===== src/rtl/enc_pkg.sv =====
// Shared definitions for the serial 8-to-3 index encoder.
package enc_pkg;

  localparam int unsigned N_IN  = 8;
  localparam int unsigned IDX_W = $clog2(N_IN);

  typedef logic [N_IN-1:0]  vec_t;
  typedef logic [IDX_W-1:0] idx_t;

  typedef enum logic {
    IDLE = 1'b0,
    EMIT = 1'b1
  } state_t;

endpackage


===== src/rtl/prio_enc_8x3.sv =====
// Lowest-set-bit priority encoder with a one-hot detector.
module prio_enc_8x3
  import enc_pkg::*;
(
  input  vec_t vec,
  output idx_t idx,
  output logic single
);

  // Scan from the top down so the lowest set bit is the last (winning) write.
  always_comb begin
    idx = '0;
    for (int unsigned i = N_IN; i > 0; i--) begin
      if (vec[i-1]) idx = idx_t'(i - 1);
    end
  end

  // Exactly one bit set: non-zero, and clearing the lowest set bit leaves nothing.
  always_comb begin
    single = (vec != '0) && ((vec & (vec - vec_t'(1))) == '0);
  end

endmodule


===== src/rtl/seq_encoder_8x3.sv =====
// Serial 8-to-3 index encoder: emits the index of every set request bit,
// lowest first, one per idx handshake.
module seq_encoder_8x3
  import enc_pkg::*;
(
  input  logic             clk,
  input  logic             rst_n,
  input  logic [N_IN-1:0]  req,
  input  logic             req_valid,
  output logic             req_ready,
  output logic [IDX_W-1:0] idx,
  output logic             idx_valid,
  input  logic             idx_ready,
  output logic             idx_last,
  output logic             zero_err
);

  state_t state;
  vec_t   pending;
  idx_t   low_idx;
  logic   low_single;

  prio_enc_8x3 u_prio (
    .vec    (pending),
    .idx    (low_idx),
    .single (low_single)
  );

  // Outputs come only from registered state, so no input reaches them combinationally.
  always_comb begin
    req_ready = (state == IDLE);
    idx_valid = (state == EMIT);
    idx       = low_idx;
    idx_last  = low_single;
  end

  // Handshake FSM: load a vector in IDLE, retire one set bit per taken idx in EMIT.
  always_ff @(posedge clk) begin
    if (!rst_n) begin
      state    <= IDLE;
      pending  <= '0;
      zero_err <= 1'b0;
    end else begin
      zero_err <= 1'b0;
      case (state)
        IDLE: begin
          if (req_valid) begin
            if (req != '0) begin
              pending <= req;
              state   <= EMIT;
            end else begin
              zero_err <= 1'b1;
            end
          end
        end
        EMIT: begin
          if (idx_ready) begin
            // Clearing the lowest set bit is the same bit that low_idx points at.
            pending <= pending & (pending - vec_t'(1));
            if (low_single) begin
              pending <= '0;
              state   <= IDLE;
            end
          end
        end
        default: begin
          state   <= IDLE;
          pending <= '0;
        end
      endcase
    end
  end

endmodule

===== config.mk =====
export PLATFORM = sky130hd
export DESIGN_NAME = seq_encoder_8x3
export DESIGN_NICKNAME = d
export VERILOG_FILES = /design/src/rtl/enc_pkg.sv /design/src/rtl/prio_enc_8x3.sv /design/src/rtl/seq_encoder_8x3.sv
export SDC_FILE = /design/constraint.sdc
export NUM_CORES = 1
export LEC_CHECK = 0
export BUFFER_PORTS_ARGS = -buffer_cell sky130_fd_sc_hd__clkbuf_2
export CAP_MARGIN = 20
export CORE_ASPECT_RATIO = 1.1
export CORE_MARGIN = 3
export CORE_UTILIZATION = 30
export CTS_CLUSTER_SIZE = 16
export DETAILED_ROUTE_END_ITERATION = 16
export PLACE_DENSITY = 0.58
export SYNTH_ARGS = -nofsm -noshare
export SYNTH_HDL_FRONTEND = slang
export SYNTH_SLANG_ARGS = --single-unit

===== constraint.sdc =====
create_clock -name clk -period 2 [get_ports clk]
set_input_delay 0.2 -clock clk [delete_from_list [all_inputs] [get_ports clk]]
set_output_delay 0.2 -clock clk [all_outputs]
set_load 0.1 [all_outputs]

==> results.sh, run 1 <==
export IMPL_synth_common_cells="dfxtp_1 (10), a21oi_1 (6), nand2_1 (6), nor2_1 (6), inv_1 (5)"
export IMPL_r2r_end="pending[5]$_SDFFE_PN0P_"
export IMPL_synth_edff_count=0
export IMPL_rsz0062_at_grt="no"
export IMPL_cts_max_path_buffers=2
export IMPL_holdBufCountCts=0
export IMPL_clk_pin_slew_ps=60
export IMPL_crit_family="simple AND/OR/NAND/NOR gates"
export IMPL_start_util_pct=32.4
export IMPL_holdCritStartpoint="req[3]"
export IMPL_min_path_type="input port to flop"
export IMPL_synth_area_mux_share_pct=1.50
export IMPL_synth_area_per_cell_um2=7.88
export IMPL_synth_area_um2=669
export IMPL_synth_xor_area_share_pct=0
export IMPL_slew_viol_final=0
export IMPL_htree_num_levels=1
export IMPL_cts_tree="done"
export IMPL_hold_violations=0
export IMPL_tightest_slew_ps=538
export IMPL_gr_total_overflow=0
export IMPL_grt_pass1_vias=635
export IMPL_clock_root_buffer="clkbuf_4"
export IMPL_fin_tns_setup_ps=0
export IMPL_dieArea_um2=2830
export IMPL_die_y_um=55.5
export IMPL_routed_wl_um=1730
export IMPL_synth_fa_ha_area_share_pct=1.50
export IMPL_outcome="complete, no violations"
export IMPL_crit_chain="or4_4 > nand2_1 > nand3_1 > and2_4 > buf_12"
export IMPL_die_w_um=51.0
export IMPL_synth_cell_type_count=37
export IMPL_nets=115
export IMPL_synth_most_common_cell="dfxtp_1"
export IMPL_numCtsBuffers=3
export IMPL_crit_path_start_kind="flop"
export IMPL_crit_slowest_cell="or4_4"
export IMPL_antenna_found_initial=0
export IMPL_ios=19
export IMPL_wire_per_inst_um=13.3
export IMPL_slew_headroom_pct=64.3
export IMPL_fin_crit_ps=1910
export IMPL_ys_seq_area_share_pct=29.9
export IMPL_gr_usage_all_layers_pct=13.1
export IMPL_core_um2=2060
export IMPL_synth_top_family_by_area="simple AND/OR/NAND/NOR gates"
export IMPL_synth_top_cell_by_area="dfxtp_1"
export IMPL_critPathKind="flop to output pin"
export IMPL_drive_above_1_share_pct=38.2
export IMPL_setup_violations=0
export IMPL_synth_top_cell_area_share_pct=29.9
export IMPL_gp_congestion=0.726
export IMPL_worstPathArrival_ps=1710
export IMPL_cp_buffers_inverters=1
export IMPL_synth_compound_area_share_pct=25.2
export IMPL_synth_simple_gate_area_share_pct=31.4
export IMPL_cap_violations=0
export IMPL_min_to="pending[3]$_SDFFE_PN0P_"
export IMPL_num_vias=704
export IMPL_fp_row_count=17
export IMPL_synthFlopType="dfxtp_1"
export IMPL_grt_max_degree=12
export IMPL_port_buffers=18
export IMPL_ys_warn_count=0
export IMPL_synth_seq_cells=10
export IMPL_syn_num_nets=97
export IMPL_grt_pass1_wl_um=2880
export IMPL_clock_sinks=10
export IMPL_leakage_nw=0.344
export IMPL_r2r_start="pending[1]$_SDFFE_PN0P_"
export IMPL_vdd_ir_drop_max_mv=0.450
export IMPL_area_growth_pct=30.7
export IMPL_drcViolationCount=0
export IMPL_required_ps=1800
export IMPL_cp_max_fo=9
export IMPL_rr_worst_depth=5
export IMPL_antenna_cells=0
export IMPL_fin_util_pct=42.4
export IMPL_whs_path_depth=3
export IMPL_async_flop_share_pct=0
export IMPL_worstSetupEndpointType="output pin"
export IMPL_place_hpwl_um=1290
export IMPL_insertion_delay_ps=260
export IMPL_syn_inst=85
export IMPL_ant_nets=0
export IMPL_power_density_nw_per_um2=975
export IMPL_viasPerCell=5.42
export IMPL_fmax_ghz=0.524
export IMPL_r2r_setup_slack_ps=450
export IMPL_ys_top_cells_by_area="dfxtp_1 (30%), nor4b_1 (5.2%), or4_4 (5.0%), a21oi_1 (4.5%), a32oi_1 (3.9%)"
export IMPL_period_share_pct=95.3
export IMPL_max_stage_delay_ps=560
export IMPL_drt_pass1_iter_count=4
export IMPL_drt_iter0_markers=19
export IMPL_fin_skew_ps=4.17
[metal layers]
layer | share of wire (%) | track usage, % | wire, um
met5 | 0 | 0 | 0
met4 | 0.69 | 3.46 | 12
met2 | 51 | 21.0 | 878
met1 | 43 | 16.5 | 743
met3 | 5.8 | 4.31 | 100
[sequential cells by signal, indices dropped and copies added, names as in the netlist]
name / flops
pending: 8
idx_valid: 1
zero_err: 1
[worst reg2reg max path, cell delays in order (launching register included)]
cell	delay, ps
dfxtp_4	380
or4_4	560
buf_4	160
o21a_1	160
a21oi_1	120
o31ai_1	80
[metrics by stage]
stage               total power (W)  instances  hold WS, ps  setup slack [ps]  area (um2)
floorplan                  0.000555         85          332              -221         683
global placement           0.000651        124          460               180         800
detailed placement         0.000652        124          463               137         800
CTS                        0.000836        128          179              24.9         845
global route               0.000894        130          198              15.7         875
finish                     0.000852        130          181              93.2         875
[kinds of logic (layout without fill, tap and decap cells)]
| logic type | count (synthesis) | in the layout |
|---|---|---|
| DFF | 10 | 10 |
| and+or+nand+nor | 35 | 35 |
| AOI/OAI and AO/OA | 25 | 25 |
| muxes | 1 | 1 |
| buffers and inverters | 13 | 30 |
| adders and majority gates | 1 | 1 |
[power breakdown]
part / internal [W] / total (W) / switching, W / leakage [nW]
logic: 0.000143 / 0.000420 / 0.000277 / 0.240
clock network: 0.000111 / 0.000179 / 0.0000686 / 0.0210
registers: 0.000215 / 0.000253 / 0.0000382 / 0.0837
total: 0.000468 / 0.000852 / 0.000384 / 0.344
[what timing repair did]
action                     in CTS  in global routing
buffers inserted                0                  2
gates resized for setup         3                  4
pin swaps                       0                  1
setup endpoints to repair       1                  1
[layout by cell type, fill, tap and decap left out, drive strengths merged, types with 2 or more instances in the layout]
cell	count
nand3	4
or4	4
inv	5
clkbuf	18
nor4	2
dfxtp	10
nor2	6
a32oi	3
nor4b	4
nor3	3
nand2	6
o21ai	7
a21oi	6
buf	7
[final cells by class]
class                   instances  area [um2]
inverters                       5        18.8
clock buffers                   4        36.3
flip-flops and latches         10         209
multi-input cells              62         428
repair buffers                 21         148
well taps                      28        35.0
fillers                       217        1190
[worst max-delay path by stage]
stage,depth (start not counted),slack [ps],start,endpoint
final,5,90,pending[1]$_SDFFE_PN0P_,idx_last
after global routing,5,20,pending[1]$_SDFFE_PN0P_,idx_last
after CTS,5,20,pending[0]$_SDFFE_PN0P_,idx_last
after detailed placement,5,140,pending[0]$_SDFFE_PN0P_,idx_last
after global placement,5,180,pending[0]$_SDFFE_PN0P_,idx_last
after floorplan,4,-220,pending[4]$_SDFFE_PN0P_,idx[1]
Power figures use the tool's default switching activity.
==> run 2, diff against run 1 <==
--- a/config.mk
+++ b/config.mk
@@ -8,10 +8,10 @@
 export BUFFER_PORTS_ARGS = -buffer_cell sky130_fd_sc_hd__clkbuf_2
 export CAP_MARGIN = 20
 export CORE_ASPECT_RATIO = 1.1
-export CORE_MARGIN = 3
 export CORE_UTILIZATION = 30
 export CTS_CLUSTER_SIZE = 16
 export DETAILED_ROUTE_END_ITERATION = 16
+export MAX_ROUTING_LAYER = met4
 export PLACE_DENSITY = 0.58
 export SYNTH_ARGS = -nofsm -noshare
 export SYNTH_HDL_FRONTEND = slang
==> results.sh, run 2 (synthesized netlist as in run 1, its figures left out) <==
export IMPL_setup_violations=0
export IMPL_comb_power_share_pct=51.3
export IMPL_ios=19
export IMPL_cts_tree="done"
export IMPL_viasPerCell=5.49
export IMPL_power_density_nw_per_um2=932
export IMPL_gr_usage_all_layers_pct=16.6
export IMPL_layout_commonest_cell="clkbuf_2"
export IMPL_crit_family="simple AND/OR/NAND/NOR gates"
export IMPL_period_share_pct=97.9
export IMPL_grt_pass1_vias=650
export IMPL_dp_cells=124
export IMPL_grt_pass1_wl_um=2800
export IMPL_clock_sinks=10
export IMPL_fin_crit_ps=1960
export IMPL_leakage_nw=0.331
export IMPL_fin_skew_ps=2.10
export IMPL_critPathKind="flop to output pin"
export IMPL_fin_util_pct=41.4
export IMPL_max_stage_delay_ps=560
export IMPL_antenna_found_initial=0
export IMPL_switching_share_pct=47.3
export IMPL_tightest_slew_ps=545
export IMPL_drt_pass1_iter_count=5
export IMPL_outcome="complete, no violations"
export IMPL_drive_above_1_share_pct=38.0
export IMPL_crit_path_start_kind="flop"
export IMPL_hold_violations=0
export IMPL_intPower_w=0.000419
export IMPL_clk_pin_slew_ps=60
export IMPL_gr_total_overflow=0
export IMPL_slew_viol_final=0
export IMPL_drcViolationCount=0
export IMPL_port_buffers=18
export IMPL_grt_max_degree=12
export IMPL_sequentialPowerShare_pct=31.8
export IMPL_required_ps=1800
export IMPL_regMostFlops="pending"
export IMPL_switching_power_w=0.000376
export IMPL_die_y_um=51.5
export IMPL_ant_nets=0
export IMPL_nets=114
export IMPL_antenna_cells=0
export IMPL_wire_per_inst_um=13.3
export IMPL_min_path_type="input port to flop"
export IMPL_clkPwrFrac_pct=16.9
export IMPL_fmax_ghz=0.511
export IMPL_cp_buffers_inverters=1
export IMPL_place_hpwl_um=1300
export IMPL_routed_wl_um=1700
export IMPL_cp_max_fo=9
export IMPL_fp_row_count=17
export IMPL_num_vias=703
export IMPL_start_util_pct=32.4
export IMPL_numCtsBuffers=3
export IMPL_rsz0062_at_grt="no"
export IMPL_cap_violations=0
export IMPL_core_um2=2060
export IMPL_layout_common_cells="clkbuf_2 (14), nand2_1 (6), dfxtp_1 (6)"
export IMPL_dieArea_um2=2420
export IMPL_area_growth_pct=27.5
export IMPL_crit_chain="or4_4 > nand2_1 > nand3_1 > and2_2 > buf_12"
export IMPL_worstSetupEndpointType="output pin"
export IMPL_drt_iter0_markers=11
export IMPL_insertion_delay_ps=260
export IMPL_crit_slowest_cell="or4_4"
export IMPL_clock_root_buffer="clkbuf_4"
export IMPL_gp_congestion=0.781
export IMPL_slew_headroom_pct=63.8
export IMPL_worstPathArrival_ps=1760
export IMPL_htree_num_levels=1
export IMPL_vdd_ir_drop_max_mv=0.605
export IMPL_instances_no_fill=128
export IMPL_largest_reg_flops=8
export IMPL_die_w_um=47.0
export IMPL_cts_max_path_buffers=2
-- run 2: cell types whose count changed in the layout (fill, tap and decap cells not counted) --
cell | before | now
and2_2 | 0 | 1
and2_4 | 1 | 0
buf_4 | 5 | 4
clkbuf_8 | 1 | 0
dfxtp_1 | 7 | 6
dfxtp_2 | 1 | 2
-- run 2: power groups by stage --
| stage | clock (W) | sequential, W | combinational [W] |
|---|---|---|---|
| final | 0.000134 | 0.000253 | 0.000408 |
| after CTS | 0.000137 | 0.000250 | 0.000401 |
| after global placement | 0 | 0.000252 | 0.000398 |
| after floorplan | 0 | 0.000250 | 0.000306 |
| after detailed placement | 0 | 0.000253 | 0.000399 |
| after global routing | 0.000150 | 0.000256 | 0.000429 |
-- run 2: cell type report --
type	count	area, um2
Inverter	5	18.8
Fill cell	219	1210
Multi-Input combinational cell	62	427
Sequential cell	10	210
Tap cell	28	35.0
Clock buffer	3	22.5
Timing Repair Buffer	20	140
-- run 2: worst reg2reg max path, cell delays in order (launching register included) --
cell     delay, ps
dfxtp_4        380
or4_4          560
buf_4          160
o21a_1         150
a21oi_1        110
o31ai_1         80
-- run 2: worst paths after layout --
kind                                 from                 endpoint  slack (ps)  depth (start not counted)
setup / recovery  pending[1]$_SDFFE_PN0P_                 idx_last          40                          5
hold / removal                     req[3]  pending[3]$_SDFFE_PN0P_         180                          3
setup reg to reg  pending[1]$_SDFFE_PN0P_  pending[5]$_SDFFE_PN0P_         440                          5
hold reg to reg   pending[4]$_SDFFE_PN0P_  pending[4]$_SDFFE_PN0P_         510                          2
-- run 2: per-layer routing --
metal	track usage (%)	wire, um	vias up
li1	-	-	354
met1	19.4	731	327
met2	26.4	883	20
met3	4.86	79	2
met4	6.67	7	0
met5	-	0	-
-- run 2: what timing repair did --
item	4_1_cts	5_1_grt
setup endpoints to repair	1	1
hold buffers	0	0
pin swaps	0	1
setup buffers	0	1
gates resized for setup	3	4
-- run 2: metrics by stage --
step                      instance area (um2)  total power (W)  TNS [ps]  hold WS, ps  worst slack [ps]
after global placement                    800         0.000650         0          452               191
after floorplan                           683         0.000555      -221          332              -221
final                                     853         0.000795         0          183              42.8
after detailed placement                  800         0.000652         0          453               154
after global routing                      853         0.000836         0          184              2.08
after CTS                                 831         0.000788         0          182              23.2
==> run 3, diff against run 2 <==
--- a/config.mk
+++ b/config.mk
@@ -7,12 +7,11 @@
 export LEC_CHECK = 0
 export BUFFER_PORTS_ARGS = -buffer_cell sky130_fd_sc_hd__clkbuf_2
 export CAP_MARGIN = 20
-export CORE_ASPECT_RATIO = 1.1
-export CORE_UTILIZATION = 30
+export CORE_UTILIZATION = 49
 export CTS_CLUSTER_SIZE = 16
 export DETAILED_ROUTE_END_ITERATION = 16
 export MAX_ROUTING_LAYER = met4
-export PLACE_DENSITY = 0.58
+export PLACE_DENSITY = 0.83
 export SYNTH_ARGS = -nofsm -noshare
 export SYNTH_HDL_FRONTEND = slang
 export SYNTH_SLANG_ARGS = --single-unit
==> constraint.sdc (replaced) <==
create_clock -name clk -period 2 [get_ports clk]
set_input_delay 0.4 -clock clk [delete_from_list [all_inputs] [get_ports clk]]
set_output_delay 0.4 -clock clk [all_outputs]
set_load 0.1 [all_outputs]
==> results.sh, run 3 (synthesized netlist as in run 1, its figures left out) <==
export IMPL_vdd_ir_drop_max_mv=0.610
export IMPL_grt_pass1_wl_um=3080
export IMPL_period_share_pct=104
export IMPL_ant_nets=0
export IMPL_gp_congestion=0.823
export IMPL_core_um2=1190
export IMPL_grt_pass1_vias=729
export IMPL_clkPwrFrac_pct=15.7
export IMPL_fin_crit_ps=2070
export IMPL_grt_max_degree=12
export IMPL_design_area_um2=931
export IMPL_wire_per_inst_um=15.8
export IMPL_fin_skew_ps=12.4
export IMPL_violations="negative setup slack"
export IMPL_power_density_nw_per_um2=949
export IMPL_switching_share_pct=46.3
export IMPL_area_growth_pct=39.1
export IMPL_min_path_type="input port to flop"
export IMPL_dpl_cell_area_um2=857
export IMPL_cts_tree="done"
export IMPL_clk_pin_slew_ps=70
export IMPL_drcViolationCount=0
export IMPL_outcome="finished with violations"
export IMPL_die_y_um=39.0
export IMPL_num_vias=776
export IMPL_drt_pass1_iter_count=5
export IMPL_holdBufCountCts=0
export IMPL_port_buffers=18
export IMPL_antenna_cells=0
export IMPL_comb_power_share_pct=56.3
export IMPL_dieArea_um2=1520
export IMPL_htree_num_levels=1
export IMPL_final_fill_count=82
export IMPL_crit_path_start_kind="flop"
export IMPL_nets=120
export IMPL_largest_reg_flops=8
export IMPL_switching_power_w=0.000409
export IMPL_required_ps=1600
export IMPL_cp_max_fo=4
export IMPL_intPower_w=0.000475
export IMPL_finalWorstSetupSlack_ps=-73.7
export IMPL_drive_above_1_share_pct=45.3
export IMPL_layout_commonest_cell="clkbuf_2"
export IMPL_fmax_ghz=0.482
export IMPL_layout_common_cells="clkbuf_2 (14), buf_4 (8), dfxtp_1 (6)"
export IMPL_die_w_um=39.0
export IMPL_drt_iter0_markers=24
export IMPL_critPathKind="flop to output pin"
export IMPL_clock_sinks=10
export IMPL_holdWs_ps=392
export IMPL_hold_violations=0
export IMPL_gr_total_overflow=0
export IMPL_cap_violations=0
export IMPL_ios=19
export IMPL_place_hpwl_um=1390
export IMPL_tightest_slew_ps=539
export IMPL_sequentialPowerShare_pct=28.0
export IMPL_p_total_w=0.000883
export IMPL_slew_headroom_pct=64.2
export IMPL_slew_viol_final=0
export IMPL_setup_violations=2
export IMPL_leakage_nw=0.376
export IMPL_regMostFlops="pending"
export IMPL_fp_row_count=12
export IMPL_worstSetupEndpointType="output pin"
export IMPL_viasPerCell=6.47
export IMPL_worstPathArrival_ps=1670
export IMPL_numCtsBuffers=3
export IMPL_antenna_found_initial=0
export IMPL_gr_usage_all_layers_pct=30.9
export IMPL_clock_root_buffer="clkbuf_4"
export IMPL_start_util_pct=56.4
export IMPL_routed_wl_um=1890
export IMPL_fin_util_pct=78.5
export IMPL_insertion_delay_ps=270
export IMPL_rsz0062_at_grt="yes"
export IMPL_cts_max_path_buffers=2
run 3: worst paths after layout:
kind	end	start	cells past startpoint	slack, ps
setup / recovery	idx_last	pending[1]$_SDFFE_PN0P_	5	-70
hold / removal	pending[6]$_SDFFE_PN0P_	req[6]	3	390
setup reg to reg	pending[5]$_SDFFE_PN0P_	pending[1]$_SDFFE_PN0P_	5	430
hold reg to reg	pending[3]$_SDFFE_PN0P_	pending[3]$_SDFFE_PN0P_	2	560
run 3: area by class of cell:
class	instances	area, um2	share of cell area [%]
Clock buffer	3	22.5	2.42
Inverter	5	18.8	2.02
Timing Repair Buffer	26	210	22.6
Sequential cell	10	208	22.3
Tap cell	14	17.5	1.88
Multi-Input combinational cell	62	454	48.8
run 3: power groups by stage:
stage / Combinational, W / Sequential (W) / Clock (W)
3_3_place_gp: 0.000454 / 0.000248 / 0
5_1_grt: 0.000521 / 0.000251 / 0.000147
6_report: 0.000497 / 0.000248 / 0.000139
2_1_floorplan: 0.000321 / 0.000250 / 0
4_1_cts: 0.000492 / 0.000245 / 0.000137
3_5_place_dp: 0.000461 / 0.000250 / 0
run 3: routing by layer:
layer  up-vias  wire length (um)  global-route usage (%)
met5         -                 0                       -
met4         0                24                    12.9
met3         4               112                    10.4
met2        39               990                    52.1
met1       370               764                    32.9
li1        363                 -                       -
run 3: per-stage QoR:
step,setup slack (ps),TNS (ps),std cells
after detailed placement,77.5,0,114
after floorplan,-65.3,-65.3,85
after global routing,-111,-206,120
after CTS,-33.2,-84.8,120
after global placement,98.9,0,114
final,-73.7,-118,120
run 3: critical path, cell delays in order, from the launching register on:
cell and delay (ps):
dfxtp_4 350, or4_4 550, nand2_2 90, nand3_2 70
and2_4 180, buf_12 160
run 3: repair_timing:
action,4_1_cts,5_1_grt
gates resized for setup,9,2
pin swaps,4,0
setup endpoints to repair,2,3
buffers inserted,3,0
endpoints found under the hold margin,0,0
